===== config.mk =====
export PLATFORM = sky130hd
export DESIGN_NAME = hue_pwm_engine
export DESIGN_NICKNAME = d
export VERILOG_FILES = /design/src/rtl/hue_pwm_engine.sv
export SDC_FILE = /design/constraint.sdc
export NUM_CORES = 1
export LEC_CHECK = 0
export BUFFER_PORTS_ARGS = -buffer_cell sky130_fd_sc_hd__buf_2
export CAP_MARGIN = 10
export CORE_ASPECT_RATIO = 1.5
export CORE_MARGIN = 2
export CORE_UTILIZATION = 46
export CTS_CLUSTER_SIZE = 25
export DETAILED_ROUTE_END_ITERATION = 16
export HOLD_SLACK_MARGIN = 0.05
export PLACE_DENSITY = 0.64
export RECOVER_POWER = 50
export SYNTH_ARGS = -nofsm -noshare
export SYNTH_HDL_FRONTEND = slang
export SYNTH_SLANG_ARGS = --single-unit

===== constraint.sdc =====
create_clock -name clk -period 20.5 [get_ports clk]
set_input_delay 6.15 -clock clk [delete_from_list [all_inputs] [get_ports clk]]
set_output_delay 6.15 -clock clk [all_outputs]
set_load 0.1 [all_outputs]

===== src/rtl/hue_pwm_engine.sv =====
// Hue-sweep RGB PWM engine: a hue register walks the six colour-wheel sectors
// and drives three brightness-scaled PWM channels.
module hue_pwm_engine #(
    parameter int unsigned PWM_BITS   = 8,
    parameter int unsigned STEP_DIV   = 65104,
    parameter bit          ACTIVE_LOW = 1'b1
) (
    input  logic                  clk,
    input  logic                  rst,
    input  logic                  en,
    input  logic                  mode,
    input  logic [PWM_BITS+2:0]   hue_in,
    input  logic [PWM_BITS-1:0]   brightness,
    output logic                  RGB_R,
    output logic                  RGB_G,
    output logic                  RGB_B,
    output logic [2:0]            sector_o,
    output logic                  wrap_o
);

    localparam int unsigned N     = PWM_BITS;
    localparam int unsigned HW    = N + 3;
    localparam int unsigned PRODW = 2 * N + 1;
    localparam int unsigned PW    = (STEP_DIV > 1) ? $clog2(STEP_DIV) : 1;

    localparam logic [HW-1:0] HUE_LAST   = HW'(6 * (2 ** N) - 1);
    localparam logic [PW-1:0] PRESC_LAST = PW'(STEP_DIV - 1);
    localparam logic [N-1:0]  MAX        = '1;
    localparam logic          DARK       = ACTIVE_LOW;

    logic [HW-1:0] hue;
    logic [HW-1:0] hue_ld;
    logic [PW-1:0] presc;
    logic [N-1:0]  pwm_cnt;
    logic [2:0]    sector;
    logic [N-1:0]  frac;
    logic [N-1:0]  raw_r, raw_g, raw_b;
    logic [N:0]    bright_p1;
    logic [N-1:0]  scl_r, scl_g, scl_b;
    logic [N-1:0]  duty_r, duty_g, duty_b;

    // raw * (brightness+1) never exceeds MAX * 2^N, so the shifted result fits N bits
    function automatic logic [N-1:0] scale(input logic [N-1:0] raw, input logic [N:0] b1);
        logic [PRODW-1:0] prod;
        prod = PRODW'(raw) * PRODW'(b1);
        return N'(prod >> N);
    endfunction

    assign sector    = hue[HW-1:N];
    assign frac      = hue[N-1:0];
    assign hue_ld    = (hue_in > HUE_LAST) ? '0 : hue_in;
    assign bright_p1 = {1'b0, brightness} + (N+1)'(1);

    always_comb begin
        raw_r = '0;
        raw_g = '0;
        raw_b = '0;
        case (sector)
            3'd0: begin raw_r = MAX;        raw_g = frac;       raw_b = '0;         end
            3'd1: begin raw_r = MAX - frac; raw_g = MAX;        raw_b = '0;         end
            3'd2: begin raw_r = '0;         raw_g = MAX;        raw_b = frac;       end
            3'd3: begin raw_r = '0;         raw_g = MAX - frac; raw_b = MAX;        end
            3'd4: begin raw_r = frac;       raw_g = '0;         raw_b = MAX;        end
            3'd5: begin raw_r = MAX;        raw_g = '0;         raw_b = MAX - frac; end
            default: begin raw_r = '0;      raw_g = '0;         raw_b = '0;         end
        endcase
    end

    always_comb begin
        scl_r = scale(raw_r, bright_p1);
        scl_g = scale(raw_g, bright_p1);
        scl_b = scale(raw_b, bright_p1);
    end

    // Hue walker: hold mode tracks hue_in, sweep mode steps on prescaler terminal count
    always_ff @(posedge clk) begin
        if (rst) begin
            hue    <= '0;
            presc  <= '0;
            wrap_o <= 1'b0;
        end else if (!en) begin
            wrap_o <= 1'b0;
        end else if (mode) begin
            hue    <= hue_ld;
            presc  <= '0;
            wrap_o <= 1'b0;
        end else if (presc == PRESC_LAST) begin
            presc <= '0;
            if (hue == HUE_LAST) begin
                hue    <= '0;
                wrap_o <= 1'b1;
            end else begin
                hue    <= hue + HW'(1);
                wrap_o <= 1'b0;
            end
        end else begin
            presc  <= presc + PW'(1);
            wrap_o <= 1'b0;
        end
    end

    always_ff @(posedge clk) begin
        if (rst) begin
            sector_o <= '0;
        end else begin
            sector_o <= sector;
        end
    end

    // Duties latch only at period end; clearing them while disabled makes the first period dark
    always_ff @(posedge clk) begin
        if (rst || !en) begin
            pwm_cnt <= '0;
            duty_r  <= '0;
            duty_g  <= '0;
            duty_b  <= '0;
            RGB_R   <= DARK;
            RGB_G   <= DARK;
            RGB_B   <= DARK;
        end else begin
            pwm_cnt <= pwm_cnt + N'(1);
            if (pwm_cnt == MAX) begin
                duty_r <= scl_r;
                duty_g <= scl_g;
                duty_b <= scl_b;
            end
            RGB_R <= (pwm_cnt < duty_r) ^ DARK;
            RGB_G <= (pwm_cnt < duty_g) ^ DARK;
            RGB_B <= (pwm_cnt < duty_b) ^ DARK;
        end
    end

endmodule


==> results of run 1 <==
==> state kept, by name, summed over array words and instances (netlist names) <==
signal and count:
duty_r 8, duty_g 8, wrap_o 1, RGB_B 1, presc 16, hue 11
pwm_cnt 8, sector_o 3, RGB_R 1, RGB_G 1, duty_b 8
==> routing by layer <==
| metal | track usage, % | vias to the layer above | share of wire (%) |
|---|---|---|---|
| met5 | 0 | - | 0 |
| li1 | - | 3846 | - |
| met1 | 26.1 | 3886 | 39 |
| met4 | 10.3 | 0 | 3.9 |
| met3 | 2.14 | 61 | 2.7 |
| met2 | 43.7 | 152 | 54 |
==> power by group through the flow <==
stage / Clock [W] / Combinational [W] / Sequential (W)
6_report: 0.000162 / 0.000468 / 0.000133
5_1_grt: 0.000167 / 0.000538 / 0.000134
4_1_cts: 0.000164 / 0.000473 / 0.000133
3_5_place_dp: 0 / 0.000468 / 0.000136
3_3_place_gp: 0 / 0.000457 / 0.000136
2_1_floorplan: 0 / 0.000370 / 0.000135
==> layout make-up <==
cell class              count  area, um^2  share of cell area [%]
repair buffers             37         194                    1.86
clock inverters             7        76.3                   0.734
inverters                 177         664                    6.39
multi-input cells         911        7590                    72.9
flip-flops and latches     66        1320                    12.7
clock buffers               9         225                    2.16
well taps                 268         335                    3.22
==> final timing paths <==
kind | slack [ns] | start | end | depth (start not counted)
max | 8.91 | brightness[0] | duty_b[3] | 18
min | 0.45 | duty_g[0] | duty_g[0] | 2
max reg2reg | 14.02 | hue[10] | duty_b[3] | 18
min reg2reg | 0.45 | duty_g[0] | duty_g[0] | 2
==> worst min-delay path, cell delays in order, from the launching register on <==
cell     delay, ns
dfxtp_1       0.31
nand2_1       0.05
a21oi_1       0.05
==> per-stage QoR <==
stage	hold slack, ns	std cells	area [um^2]	utilization (%)
6_report	0.451	1475	10400	49.8
3_5_place_dp	0.444	1459	10100	48.4
2_1_floorplan	0.420	1198	9720	-
4_1_cts	0.454	1475	10400	49.8
5_1_grt	0.477	1475	10400	49.8
3_3_place_gp	0.437	1459	10100	48.4
==> cell usage after synthesis, types with 4 or more instances <==
| master | n | area [um^2] |
|---|---|---|
| nor2_1 | 235 | 882 |
| inv_1 | 176 | 661 |
| ha_1 | 121 | 1510 |
| fa_1 | 120 | 2400 |
| nand2_1 | 69 | 259 |
| dfxtp_1 | 66 | 1320 |
| a21oi_1 | 41 | 205 |
| o21ai_0 | 39 | 195 |
| xnor2_1 | 38 | 333 |
| clkbuf_1 | 33 | 124 |
| nand3_1 | 29 | 145 |
| or2_2 | 25 | 156 |
| nand2b_1 | 23 | 144 |
| xor2_1 | 23 | 201 |
| a21o_1 | 15 | 113 |
| nor3_1 | 13 | 65.1 |
| a211oi_1 | 12 | 90.1 |
| nor2b_1 | 10 | 62.6 |
| a211o_1 | 8 | 70.1 |
| nand4_1 | 8 | 50.1 |
| and2_1 | 7 | 43.8 |
| and3_1 | 7 | 43.8 |
| buf_1 | 6 | 22.5 |
| nor4_1 | 6 | 37.5 |
| a22o_1 | 5 | 43.8 |
| a22oi_1 | 5 | 37.5 |
| o21a_1 | 5 | 37.5 |
| o211ai_1 | 4 | 30.0 |
| or3_1 | 4 | 25.0 |
==> cells by family after synthesis <==
family	synth area share [%]
AOI/OAI and AO/OA	11.0
xor gates and xnor gates	5.50
muxes	0.309
DFF	13.6
buffers and inverters	8.63
and+or+nand+nor	20.6
adders and majority gates	40.3
==> results.json, run 1 <==
{
  "outcome": "finished, final reports clean",
  "hold_viol": 0,
  "synth_area_mm2": 0.00972,
  "core_area_mm2": 0.0209,
  "place_ws_ns": 8.55,
  "top_level_ports": 30,
  "wl_mm": 24.4,
  "synthFlopType": "dfxtp_1",
  "first_iter_violations": 333,
  "grt_pass1_wl_mm": 40.9,
  "grt_start_max_net_pins": 31,
  "root_buffer": "clkbuf_16",
  "hp-class": "register to register",
  "die_w_um": 123,
  "final_cell_mix": "nor2_1 (235), inv_1 (176), ha_1 (121), fa_1 (120), nand2_1 (69)",
  "antenna_found_initial": 0,
  "finalNetCount": 1466,
  "rows": 65,
  "max_slew_margin_pct": 22.6,
  "initial_utilization_pct": 46.5,
  "required_ns": 20.76,
  "synth_cell_types": 57,
  "setup_tns_ns": 0,
  "dieArea_mm2": 0.0223,
  "h-tree-depth": 3,
  "seq_power_share_pct": 17.5,
  "antenna_left": 0,
  "synth_nets": 1462,
  "worstSetupEndpointType": "register",
  "gr-usage-all-layers_pct": 23.3,
  "max_freq_mhz": 86.3,
  "diodes": 0,
  "clk_path_buf_depth": 2,
  "path_clk_slew_ns": 0.06,
  "clock_power_share_pct": 21.2,
  "yosysSeqAreaShare_pct": 13.6,
  "worst_slew_pin_slew_ns": 1.17,
  "cts_tree": "yes",
  "worst_slack_ns": 8.91,
  "drive_gt1_share_pct": 6.71,
  "syn_area_per_cell_um2": 8.11,
  "die_h_um": 182,
  "p_sw_w": 0.000336,
  "numCtsBuffers": 9,
  "via_per_inst": 5.39,
  "drtPass1Iterations": 5,
  "gp_congestion": 0.923,
  "wire_per_inst_um": 16.5,
  "period_minus_slack_ns": 11.59,
  "max_cap_viol_count": 0,
  "gr-total-overflow": 0,
  "drc": 0,
  "grt_pass1_vias": 8374,
  "path_buf_inv": 3,
  "hold_buffers": 0,
  "slowest_delay_ns": 0.89,
  "finalSetupViolCount": 0,
  "cpMaxStageDelayCell": "xnor2_2",
  "final_common_cell": "nor2_1",
  "fin_skew_ns": 0.0117,
  "synth_edf_count": 0,
  "port_buffers": 29,
  "cts.sinks": 66,
  "ys_warn_count": 0,
  "syn_inst": 1198,
  "crit_top_cell": "fa_1",
  "ys_ff_latch": 66,
  "cp.arrival_ns": 11.85,
  "worst-path-max-fanout": 24,
  "power_w": 0.000763,
  "cp_cell_sequence": "buf_2 -> ha_1 -> xnor2_2 -> nor2_1 -> fa_1 -> fa_1 -> inv_1 -> fa_1 -> fa_1 -> inv_1 -> ha_1 -> nand4_1 -> or4_4 -> o311ai_4 -> nand4_4 -> and3b_1 -> or3_1 -> a21oi_1",
  "final.fill_count": 2028,
  "syn_to_final_growth_pct": 7.07,
  "p_leak_nw": 4.98,
  "place_hpwl_mm": 19.5,
  "synthArstFlopShare_pct": 0,
  "pwr-share-comb_pct": 61.3,
  "cts-resized-gates": 0,
  "finalCritPeriodShare_pct": 56.5,
  "vdd_ir_drop_max_mv": 0.0458,
  "cp-start-kind": "primary input",
  "swShare_pct": 44.0,
  "rsz0062_at_grt": "false",
  "p_per_area_mw_per_mm2": 73.3,
  "path_class": "primary input to register",
  "vias": 7945,
  "clk_latency_ns": 0.35,
  "slew_viol_final": 0,
  "path_delay_family": "adder cells",
  "intPower_w": 0.000427,
  "post_cts_buffers": 0
}
Power figures use the tool's default switching activity.
==> run 2: changes to the inputs <==
==> constraint.sdc (replaced) <==
create_clock -name clk -period 12 [get_ports clk]
set_input_delay 3.6 -clock clk [delete_from_list [all_inputs] [get_ports clk]]
set_output_delay 3.6 -clock clk [all_outputs]
set_load 0.1 [all_outputs]
==> results.json, run 2 (same netlist as run 1, synthesis figures left out) <==
{
  "top_level_ports": 30,
  "root_buffer": "clkbuf_16",
  "finalCritPeriodShare_pct": 74.7,
  "final_common_cell": "nor2_1",
  "path_clk_slew_ns": 0.06,
  "vias": 7973,
  "p_leak_nw": 4.98,
  "max_slew_margin_pct": 23.0,
  "max_flop_register": "presc",
  "slew_viol_final": 0,
  "max_freq_mhz": 111,
  "fin_skew_ns": 0.0156,
  "finalNetCount": 1466,
  "setup_tns_ns": 0,
  "swShare_pct": 43.5,
  "reg2reg_slack_ns": 5.56,
  "h-tree-depth": 3,
  "path_class": "primary input to register",
  "pwr-share-comb_pct": 61.2,
  "numCtsBuffers": 9,
  "wl_mm": 24.0,
  "intPower_w": 0.000733,
  "finalSetupViolCount": 0,
  "port_buffers": 29,
  "max_cap_viol_count": 0,
  "core_area_mm2": 0.0209,
  "gr-usage-all-layers_pct": 22.9,
  "final_cell_mix": "nor2_1 (235), inv_1 (176), ha_1 (121), fa_1 (120), nand2_1 (69)",
  "worstSetupEndpointType": "register",
  "gr-total-overflow": 0,
  "dieArea_mm2": 0.0223,
  "rsz0062_at_grt": "false",
  "cp.arrival_ns": 9.23,
  "antenna_left": 0,
  "die_w_um": 123,
  "worst-path-max-fanout": 24,
  "outcome": "finished, final reports clean",
  "first_iter_violations": 377,
  "cts.sinks": 66,
  "drtPass1Iterations": 5,
  "place_hpwl_mm": 19.2,
  "via_per_inst": 5.41,
  "p_per_area_mw_per_mm2": 125,
  "die_h_um": 182,
  "top_regs": "presc: 16 flops, hue: 11 flops",
  "drive_gt1_share_pct": 6.71,
  "clock_power_share_pct": 21.2,
  "cts-resized-gates": 0,
  "gp_congestion": 0.924,
  "hold_buffers": 0,
  "drc": 0,
  "p_sw_w": 0.000564,
  "wire_per_inst_um": 16.3,
  "post_cts_buffers": 0,
  "clk_latency_ns": 0.36,
  "syn_to_final_growth_pct": 7.09,
  "grt_pass1_wl_mm": 40.2,
  "rows": 65,
  "diodes": 0,
  "required_ns": 12.26,
  "hold_viol": 0,
  "cp-start-kind": "primary input",
  "worst_slew_pin_slew_ns": 1.16,
  "vdd_ir_drop_max_mv": 0.0772,
  "cts_tree": "yes",
  "grt_pass1_vias": 8263,
  "power_w": 0.00130,
  "hp-class": "register to register",
  "antenna_found_initial": 0,
  "seq_power_share_pct": 17.6,
  "clk_path_buf_depth": 2,
  "period_minus_slack_ns": 8.97,
  "largest_reg_flops": 16,
  "initial_utilization_pct": 46.5,
  "grt_start_max_net_pins": 31
}
run 2: changes by cell type in the layout (fill, tap and decap cells not counted):
| cell | delta |
|---|---|
| clkinv_2 | +1 |
| clkinvlp_4 | -1 |
| clkbuf_8 | +1 |
| inv_6 | -1 |
run 2: cell type report:
class                           instances  area (um^2)
Multi-Input combinational cell        911         7590
Inverter                              177          664
Timing Repair Buffer                   37          194
Clock buffer                           10          239
Sequential cell                        66         1320
Fill cell                            2020        10500
Clock inverter                          6         65.1
Tap cell                              268          335
run 2: layer usage:
metal / GRT usage (%) / wire length, um / vias up / part of all wire [%]
li1: - / - / 3851 / -
met1: 25.5 / 9310 / 3845 / 39
met2: 41.4 / 12500 / 205 / 52
met3: 2.89 / 898 / 72 / 3.7
met4: 12.6 / 1260 / 0 / 5.3
met5: 0 / 0 / - / 0
run 2: final timing paths:
check / from / endpoint / depth (start not counted)
max: brightness[0] / duty_b[3] / 18
max reg2reg: hue[10] / duty_b[3] / 18
min reg2reg: duty_g[2] / duty_g[2] / 2
min: duty_g[2] / duty_g[2] / 2
run 2: critical path, stage by stage:
cell	delay, ns
buf_2	0.26
ha_1	0.34
xnor2_2	0.83
nor2_1	0.16
fa_1	0.46
fa_1	0.54
inv_1	0.05
fa_1	0.46
fa_1	0.55
inv_1	0.04
ha_1	0.28
nand4_1	0.08
or4_4	0.44
o311ai_4	0.30
nand4_4	0.18
and3b_1	0.21
or3_1	0.30
a21oi_1	0.13
run 2: through the flow:
step	hold slack [ns]	util, %	setup WS [ns]	std cells	cell area, um^2
4_1_cts	0.457	49.8	3.06	1475	10400
3_3_place_gp	0.437	48.4	2.75	1459	10100
2_1_floorplan	0.420	-	3.53	1198	9720
3_5_place_dp	0.441	48.4	2.68	1459	10100
6_report	0.451	49.8	3.03	1475	10400
5_1_grt	0.482	49.8	2.72	1475	10400
run 2: power by group through the flow:
stage          registers (W)  clock network, W  logic, W
3_3_place_gp        0.000232                 0  0.000781
5_1_grt             0.000228          0.000289  0.000915
4_1_cts             0.000228          0.000280  0.000804
2_1_floorplan       0.000231                 0  0.000633
3_5_place_dp        0.000232                 0  0.000795
6_report            0.000228          0.000275  0.000794
